===== config.mk =====
export PLATFORM = sky130hd
export DESIGN_NAME = adder_tree_sched
export DESIGN_NICKNAME = d
export VERILOG_FILES = /design/src/rtl/vec_mul_pkg.sv /design/src/rtl/sched_result_fifo.sv /design/src/rtl/adder_tree_sched.sv
export SDC_FILE = /design/constraint.sdc
export NUM_CORES = 1
export LEC_CHECK = 0
export CAP_MARGIN = 10
export CORE_MARGIN = 5
export CORE_UTILIZATION = 50
export CTS_CLUSTER_SIZE = 12
export DETAILED_ROUTE_END_ITERATION = 7
export PLACE_DENSITY_LB_ADDON = 0.1
export SYNTH_ARGS = -nofsm -noshare
export SYNTH_HDL_FRONTEND = slang
export SYNTH_HIERARCHICAL = 1
export SYNTH_SLANG_ARGS = --single-unit

===== constraint.sdc =====
create_clock -name clk -period 4.1 [get_ports clk]
set_input_delay 0.82 -clock clk [delete_from_list [all_inputs] [get_ports clk]]
set_output_delay 0.82 -clock clk [all_outputs]
set_load 0.005 [all_outputs]

===== src/rtl/vec_mul_pkg.sv =====
// Shared definitions for the vector-multiplier datapath control: scheduler
// state encodings, default datapath sizes and an elaboration-time clog2.
package vec_mul_pkg;

    localparam int DEF_MATRIX_SIZE    = 8;
    localparam int DEF_PARTIAL_SUM_BW = 20;

    typedef enum logic [1:0] {
        IDLE  = 2'd0,
        ISSUE = 2'd1,
        DRAIN = 2'd2,
        DONE  = 2'd3
    } sched_state_e;

    function automatic int clog2(input int value);
        int result;
        result = 0;
        while ((32'sd1 <<< result) < value) begin
            result = result + 1;
        end
        return result;
    endfunction

endpackage


===== src/rtl/sched_result_fifo.sv =====
// First-word-fall-through synchronous FIFO with an occupancy count; the head
// word reads as zero while the FIFO is empty.
module sched_result_fifo
    import vec_mul_pkg::*;
#(
    parameter  int WIDTH = 8,
    parameter  int DEPTH = 4,
    localparam int AW    = clog2(DEPTH)
) (
    input  logic             clk_i,
    input  logic             rstn_i,
    input  logic             push_i,
    input  logic [WIDTH-1:0] wdata_i,
    input  logic             pop_i,
    output logic [WIDTH-1:0] rdata_o,
    output logic             valid_o,
    output logic [AW:0]      count_o
);
    logic [WIDTH-1:0] mem_q [DEPTH];
    logic [AW-1:0]    wr_ptr_q, wr_ptr_d;
    logic [AW-1:0]    rd_ptr_q, rd_ptr_d;
    logic [AW:0]      count_q, count_d;
    logic             do_push_s, do_pop_s;

    // A push into a full FIFO is accepted only when the head leaves in the same cycle.
    always_comb begin
        do_pop_s  = pop_i && (count_q != {(AW+1){1'b0}});
        do_push_s = push_i && ((count_q != (AW+1)'(DEPTH)) || do_pop_s);
        wr_ptr_d  = do_push_s ? (wr_ptr_q + AW'(1)) : wr_ptr_q;
        rd_ptr_d  = do_pop_s ? (rd_ptr_q + AW'(1)) : rd_ptr_q;
        case ({do_push_s, do_pop_s})
            2'b10:   count_d = count_q + (AW+1)'(1);
            2'b01:   count_d = count_q - (AW+1)'(1);
            default: count_d = count_q;
        endcase
    end

    // Pointer and occupancy registers.
    always_ff @(posedge clk_i or negedge rstn_i) begin
        if (!rstn_i) begin
            wr_ptr_q <= {AW{1'b0}};
            rd_ptr_q <= {AW{1'b0}};
            count_q  <= {(AW+1){1'b0}};
        end else begin
            wr_ptr_q <= wr_ptr_d;
            rd_ptr_q <= rd_ptr_d;
            count_q  <= count_d;
        end
    end

    // Storage array; contents are never visible while count is zero.
    always_ff @(posedge clk_i) begin
        if (do_push_s) begin
            mem_q[wr_ptr_q] <= wdata_i;
        end
    end

    // Head decode.
    always_comb begin
        valid_o = (count_q != {(AW+1){1'b0}});
        count_o = count_q;
        if (valid_o) begin
            rdata_o = mem_q[rd_ptr_q];
        end else begin
            rdata_o = {WIDTH{1'b0}};
        end
    end

endmodule


===== src/rtl/adder_tree_sched.sv =====
// Row scheduler for the multiply/adder-tree datapath: credit-gated row issue,
// fixed-latency capture of the tree sum, and an in-order tagged result stream.
module adder_tree_sched
    import vec_mul_pkg::*;
#(
    parameter  int MATRIX_SIZE    = DEF_MATRIX_SIZE,
    parameter  int PARTIAL_SUM_BW = DEF_PARTIAL_SUM_BW,
    parameter  int PIPE_LAT       = 2,
    parameter  int FIFO_DEPTH     = 4,
    localparam int IW             = clog2(MATRIX_SIZE),
    localparam int CW             = clog2(FIFO_DEPTH) + 1,
    localparam int EW             = IW + PARTIAL_SUM_BW
) (
    input  logic                      clk,
    input  logic                      rstn,
    input  logic                      start,
    output logic                      busy,
    output logic                      done,
    output logic                      row_en,
    output logic [IW-1:0]             row_idx,
    input  logic [PARTIAL_SUM_BW-1:0] tree_sum,
    output logic                      res_valid,
    input  logic                      res_ready,
    output logic [PARTIAL_SUM_BW-1:0] res_data,
    output logic [IW-1:0]             res_row
);
    sched_state_e        state_q, state_d;
    logic [IW-1:0]       row_cnt_q, row_cnt_d;
    logic [PIPE_LAT-1:0] trk_vld_q, trk_vld_d;
    logic [IW-1:0]       trk_row_q [PIPE_LAT];
    logic [IW-1:0]       trk_row_d [PIPE_LAT];
    logic [31:0]         inflight_s;
    logic                issue_s;
    logic                last_row_s;
    logic [CW-1:0]       fifo_count_s;
    logic                fifo_pop_s;
    logic [EW-1:0]       fifo_wdata_s;
    logic [EW-1:0]       fifo_rdata_s;

    // Every tracked row already owns a FIFO slot, so credit counts both; all inputs are registered.
    always_comb begin
        inflight_s = 32'd0;
        for (int i = 0; i < PIPE_LAT; i++) begin
            inflight_s = inflight_s + {31'd0, trk_vld_q[i]};
        end
        issue_s    = (state_q == ISSUE) &&
                     ((32'(fifo_count_s) + inflight_s) < 32'(FIFO_DEPTH));
        last_row_s = (row_cnt_q == IW'(MATRIX_SIZE - 1));
    end

    // State and row-counter registers.
    always_ff @(posedge clk or negedge rstn) begin
        if (!rstn) begin
            state_q   <= IDLE;
            row_cnt_q <= {IW{1'b0}};
        end else begin
            state_q   <= state_d;
            row_cnt_q <= row_cnt_d;
        end
    end

    // Next-state logic.
    always_comb begin
        state_d   = state_q;
        row_cnt_d = row_cnt_q;
        case (state_q)
            IDLE: begin
                if (start) begin
                    state_d   = ISSUE;
                    row_cnt_d = {IW{1'b0}};
                end else begin
                    state_d = IDLE;
                end
            end
            ISSUE: begin
                if (issue_s) begin
                    row_cnt_d = row_cnt_q + IW'(1);
                    state_d   = last_row_s ? DRAIN : ISSUE;
                end else begin
                    state_d = ISSUE;
                end
            end
            DRAIN: begin
                if ((inflight_s == 32'd0) && (fifo_count_s == {CW{1'b0}})) begin
                    state_d = DONE;
                end else begin
                    state_d = DRAIN;
                end
            end
            DONE:    state_d = IDLE;
            default: state_d = IDLE;
        endcase
    end

    // Output decode.
    always_comb begin
        busy    = (state_q == ISSUE) || (state_q == DRAIN);
        done    = (state_q == DONE);
        row_en  = issue_s;
        row_idx = issue_s ? row_cnt_q : {IW{1'b0}};
    end

    // Tracker shift: tail takes this cycle's issue, head marks the row whose sum is on tree_sum now.
    always_comb begin
        trk_vld_d[0] = issue_s;
        trk_row_d[0] = row_cnt_q;
        for (int i = 1; i < PIPE_LAT; i++) begin
            trk_vld_d[i] = trk_vld_q[i-1];
            trk_row_d[i] = trk_row_q[i-1];
        end
    end

    // Tracker registers.
    always_ff @(posedge clk or negedge rstn) begin
        if (!rstn) begin
            trk_vld_q <= {PIPE_LAT{1'b0}};
            for (int i = 0; i < PIPE_LAT; i++) begin
                trk_row_q[i] <= {IW{1'b0}};
            end
        end else begin
            trk_vld_q <= trk_vld_d;
            for (int i = 0; i < PIPE_LAT; i++) begin
                trk_row_q[i] <= trk_row_d[i];
            end
        end
    end

    assign fifo_wdata_s = {trk_row_q[PIPE_LAT-1], tree_sum};
    assign fifo_pop_s   = res_valid && res_ready;

    sched_result_fifo #(
        .WIDTH (EW),
        .DEPTH (FIFO_DEPTH)
    ) u_result_fifo (
        .clk_i   (clk),
        .rstn_i  (rstn),
        .push_i  (trk_vld_q[PIPE_LAT-1]),
        .wdata_i (fifo_wdata_s),
        .pop_i   (fifo_pop_s),
        .rdata_o (fifo_rdata_s),
        .valid_o (res_valid),
        .count_o (fifo_count_s)
    );

    assign {res_row, res_data} = fifo_rdata_s;

endmodule


==> results.env <==
WL_MM=7.69
DIE_H_UM=106
GRT_PASS1_WL_MM=12.5
CTS.REPAIR_TIMING.SETUP_BUFFER_COUNT=0
FILLCELL_TOTAL=668
WORSTSETUPENDPOINTTYPE='output pin'
CHIPWIDTH_UM=106
CLK_TRANSITION_REPORTED_PATHS_NS=0.10
POST-DP-HPWL_MM=4.82
PLACE_WS_NS=0.784
GRT_SETUP_UNREPAIRED='false'
HIGHEST_FANOUT_SEEN_ON_THE_CRITICAL_PATH=14
COUNT_OF_FLIP_FLOPS_WITH_A_BUILT_IN_ENABLE_AFTER_SYNTHESIS=92
WIRE_PER_INST_UM=17.9
FIN_WORST_HOLD_SLACK_NS=0.355
HOLDCRITPATHCLASS='reg -> reg'
MULTIINPUTGATEAREA_MM2=0.00126
REG2REGPATHDEPTH=8
WORSTPATHARRIVAL_NS=2.41
GPL_WTD_CONG=0.749
DIE_AREA_MM2=0.0113
DRC=0
INITIAL_CORE_UTIL=0.508
ANTENNA_FOUND_INITIAL=0
IOS=54
CTSROOTBUFFERMASTER='clkbuf_8'
SEQ_POWER_SHARE=0.444
POST_SYNTH_MAIN_AREA_CONTRIBUTORS='edfxtp_1, mux4_2, dfrtp_1'
AREAGROWTHSYNTHTOFINISH_PCT=18.3
STATUS='finished clean'
ANT_NETS=0
CLOCK_SINKS=112
SYNTH.LARGEST_AREA_CELL='edfxtp_1'
PORTBUFFERS=53
INTPOWER_W=0.00266
SYNTHCELLS=254
ANTENNA_CELLS=0
SETUP_SLACK_NS=0.870
WORST_R2R_STARTPOINT='u_result_fifo/count_o[0]$_DFFE_PN0P_'
WORST-ENDPOINT-REQUIRED_NS=3.28
POWER_PER_CELL_AREA_mW_PER_MM2=697
YOSYS_WARNINGS=6
CTS-HOLD-FIX-BUFFERS=0
DETAIL_ROUTE.FIRST_PASS.ITERATIONS=5
P_LEAK_nW=1.93
P_SW_W=0.00116
TIMING_WORST_SLEW_PIN_VALUE_NS=0.920
FINAL_PERIOD_MINUS_WORST_SETUP_SLACK_NS=3.23
FINAL_CELL_COUNT_NO_FILL=430
CTS_BUFFERS=9
NUMPLACEDINSTANCES=415
FINAL_NETS=353
CRITICAL_PATH.REG2REG.ENDPOINT='u_result_fifo/count_o[2]$_DFFE_PN0P_'
SETUP.WORST_PATH.END='row_idx[0]'
LAYOUT-DRIVE-GT1-SHARE=0.166
PWR-SHARE-CLK=0.156
SLEW_HEADROOM=0.385
VIA_COUNT=2374
SYNTH_TOP_AREA_SHARE=0.597
YS_SEQ_ELEMENTS=112
GRT_MAX_DEGREE=28
CLOCK.FMAX_MHz=310
PATH_CLASS='reg -> out'
CTS.HTREE.LEVELS=3
CLOCK_LATENCY_NS=0.37
DOMINANTREGCELLSYNTH='edfxtp_1'
STARTPOINT_TYPE='flop'
STARTING_DRT_DRC_COUNT=63
CORE-AREA_MM2=0.00911
WORST_IR_DROP_VDD_mV=0.296
POWER.SHARE.COMBINATIONAL=0.400
YOSYSSEQAREASHARE=0.705
COUNT_OF_CELLS_RESIZED_BY_POST_CTS_REPAIR=0
ASYNCSETRESETFLOPFRACSYNTH=0.179
HOLD_VIOL_FINAL=0
SYNTHESIS.NETS=292
P_SW_FRAC=0.303
RRSETUPSLACK_NS=1.32
WORSTSETUPSTARTPOINT='trk_vld_q[1]$_DFF_PN0_'
GRT_PASS1_VIAS=2386
CLK_PATH_BUF_DEPTH=2
SYNTH.CELL_AREA_MM2=0.00463
LAYOUT_WORST_PATH_CYCLE_SHARE=0.788
GLOBALROUTE.TOTALOVERFLOW=0
SLEW_VIOLATIONS=0
LAYOUT.AREA.SEQ_MM2=0.00326
FP-ROW-COUNT=35
FIN_TNS_SETUP_NS=0
POST_SYNTH_NUM_CELL_TYPES=39
NUMBER_OF_SETUP_VIOLATIONS_IN_THE_FINAL_REPORT=0
GLOBALROUTETOTALUTIL=0.145
FIN_WORST_SKEW_NS=0.0109
TRITONCTS_CLOCK_TREE='yes'
MAXCAPVIOLATIONS=0
SYNTH_AREA_PER_CELL_UM2=18.2
VIASPERCELL=5.52
[critical path, cell delays in order (launching register included)]
cell and delay (ns):
dfrtp_1 0.52, ha_1 0.25, ha_1 0.28, nand3_1 0.07, and3_1 0.27, and2_1 0.16
clkdlybuf4s50_1 0.50
[worst min-delay path by stage]
stage	from	end	slack, ns	cells past startpoint
2_1_floorplan	trk_row_d[0]$_DFF_PN0_	fifo_wdata_s[20]$_DFF_PN0_	0.33	0
3_5_place_dp	trk_row_d[0]$_DFF_PN0_	fifo_wdata_s[20]$_DFF_PN0_	0.34	0
6_report	trk_row_d[0]$_DFF_PN0_	fifo_wdata_s[20]$_DFF_PN0_	0.36	0
3_3_place_gp	trk_row_d[0]$_DFF_PN0_	fifo_wdata_s[20]$_DFF_PN0_	0.33	0
4_1_cts	trk_row_d[0]$_DFF_PN0_	fifo_wdata_s[20]$_DFF_PN0_	0.36	0
5_1_grt	trk_row_d[0]$_DFF_PN0_	fifo_wdata_s[20]$_DFF_PN0_	0.37	0
[cells by family after synthesis]
kind of cell    share of synthesized area
simple gates                       0.0757
buf+inv                            0.0216
mux                                 0.120
fa+ha+maj                          0.0395
flops                               0.705
xor+xnor                          0.00568
compound gates                     0.0327
[cells in the mapped netlist (2+ instances only)]
library cell and instances:
o21ai_0 3, and2_1 33, a311o_1 3, ha_1 13, a21o_1 2, mux4_2 23, mux2i_1 2, clkbuf_1 6
edfxtp_1 92, dfrtp_1 20, buf_6 2, and3_1 5, nand3_1 2, nand2_1 4, inv_1 9, buf_2 2
xnor2_1 3, nor2b_1 4, nor2_1 6
[power groups by stage]
stage	clock, W	combinational (W)	sequential [W]
floorplan	0	0.000969	0.00163
global placement	0	0.00154	0.00171
detailed placement	0	0.00154	0.00172
CTS	0.000613	0.00156	0.00170
global route	0.000657	0.00167	0.00173
finish	0.000594	0.00153	0.00169
[final cells by class]
class                      instances  share of cell area
clock inverter                     6             0.00960
tap                              111              0.0254
inverter                          10             0.00686
timing repair buffer              61               0.108
multi-input combinational        121               0.231
sequential                       112               0.597
clock buffer                       9              0.0226
[state kept, by name (all words and copies together), names as in the netlist, 2 cells and up, named ones only]
signal / count
fifo_wdata_s: 3
row_cnt_q: 3
trk_row_d: 3
trk_vld_q: 2
u_result_fifo/count_o: 3
u_result_fifo/mem_q: 92
u_result_fifo/rd_ptr_q: 2
u_result_fifo/wr_ptr_q: 2
[stage by stage]
stage / util / instance area (um2) / power [W]
2_1_floorplan: - / 4630 / 0.00260
3_3_place_gp: 0.581 / 5300 / 0.00325
3_5_place_dp: 0.581 / 5300 / 0.00327
4_1_cts: 0.601 / 5470 / 0.00387
5_1_grt: 0.601 / 5470 / 0.00406
6_report: 0.601 / 5470 / 0.00381
[routing by layer]
| metal | vias up | global-route usage | part of all wire |
|---|---|---|---|
| met2 | 47 | 0.232 | 0.50 |
| met5 | - | 0 | 0 |
| met3 | 8 | 0.0346 | 0.040 |
| met4 | 0 | 0.0555 | 0.014 |
| li1 | 1098 | - | - |
| met1 | 1221 | 0.193 | 0.45 |
[cells in the final DEF (no fill, tap or decap), types with 2 or more instances in the layout]
| cell type | n |
|---|---|
| nor2b_1 | 4 |
| mux2i_1 | 2 |
| inv_1 | 9 |
| clkdlybuf4s50_1 | 53 |
| clkbuf_8 | 9 |
| and2_1 | 33 |
| clkinvlp_4 | 2 |
| dfrtp_1 | 19 |
| a311o_1 | 3 |
| ha_1 | 13 |
| edfxtp_1 | 92 |
| buf_4 | 8 |
| nor2_1 | 6 |
| mux4_2 | 23 |
| and3_1 | 5 |
| o21ai_0 | 3 |
| a21o_1 | 2 |
| nand3_1 | 2 |
| nand2_1 | 4 |
| xnor2_1 | 3 |
| inv_6 | 2 |
Note: power is estimated with default switching activity, not from simulation.
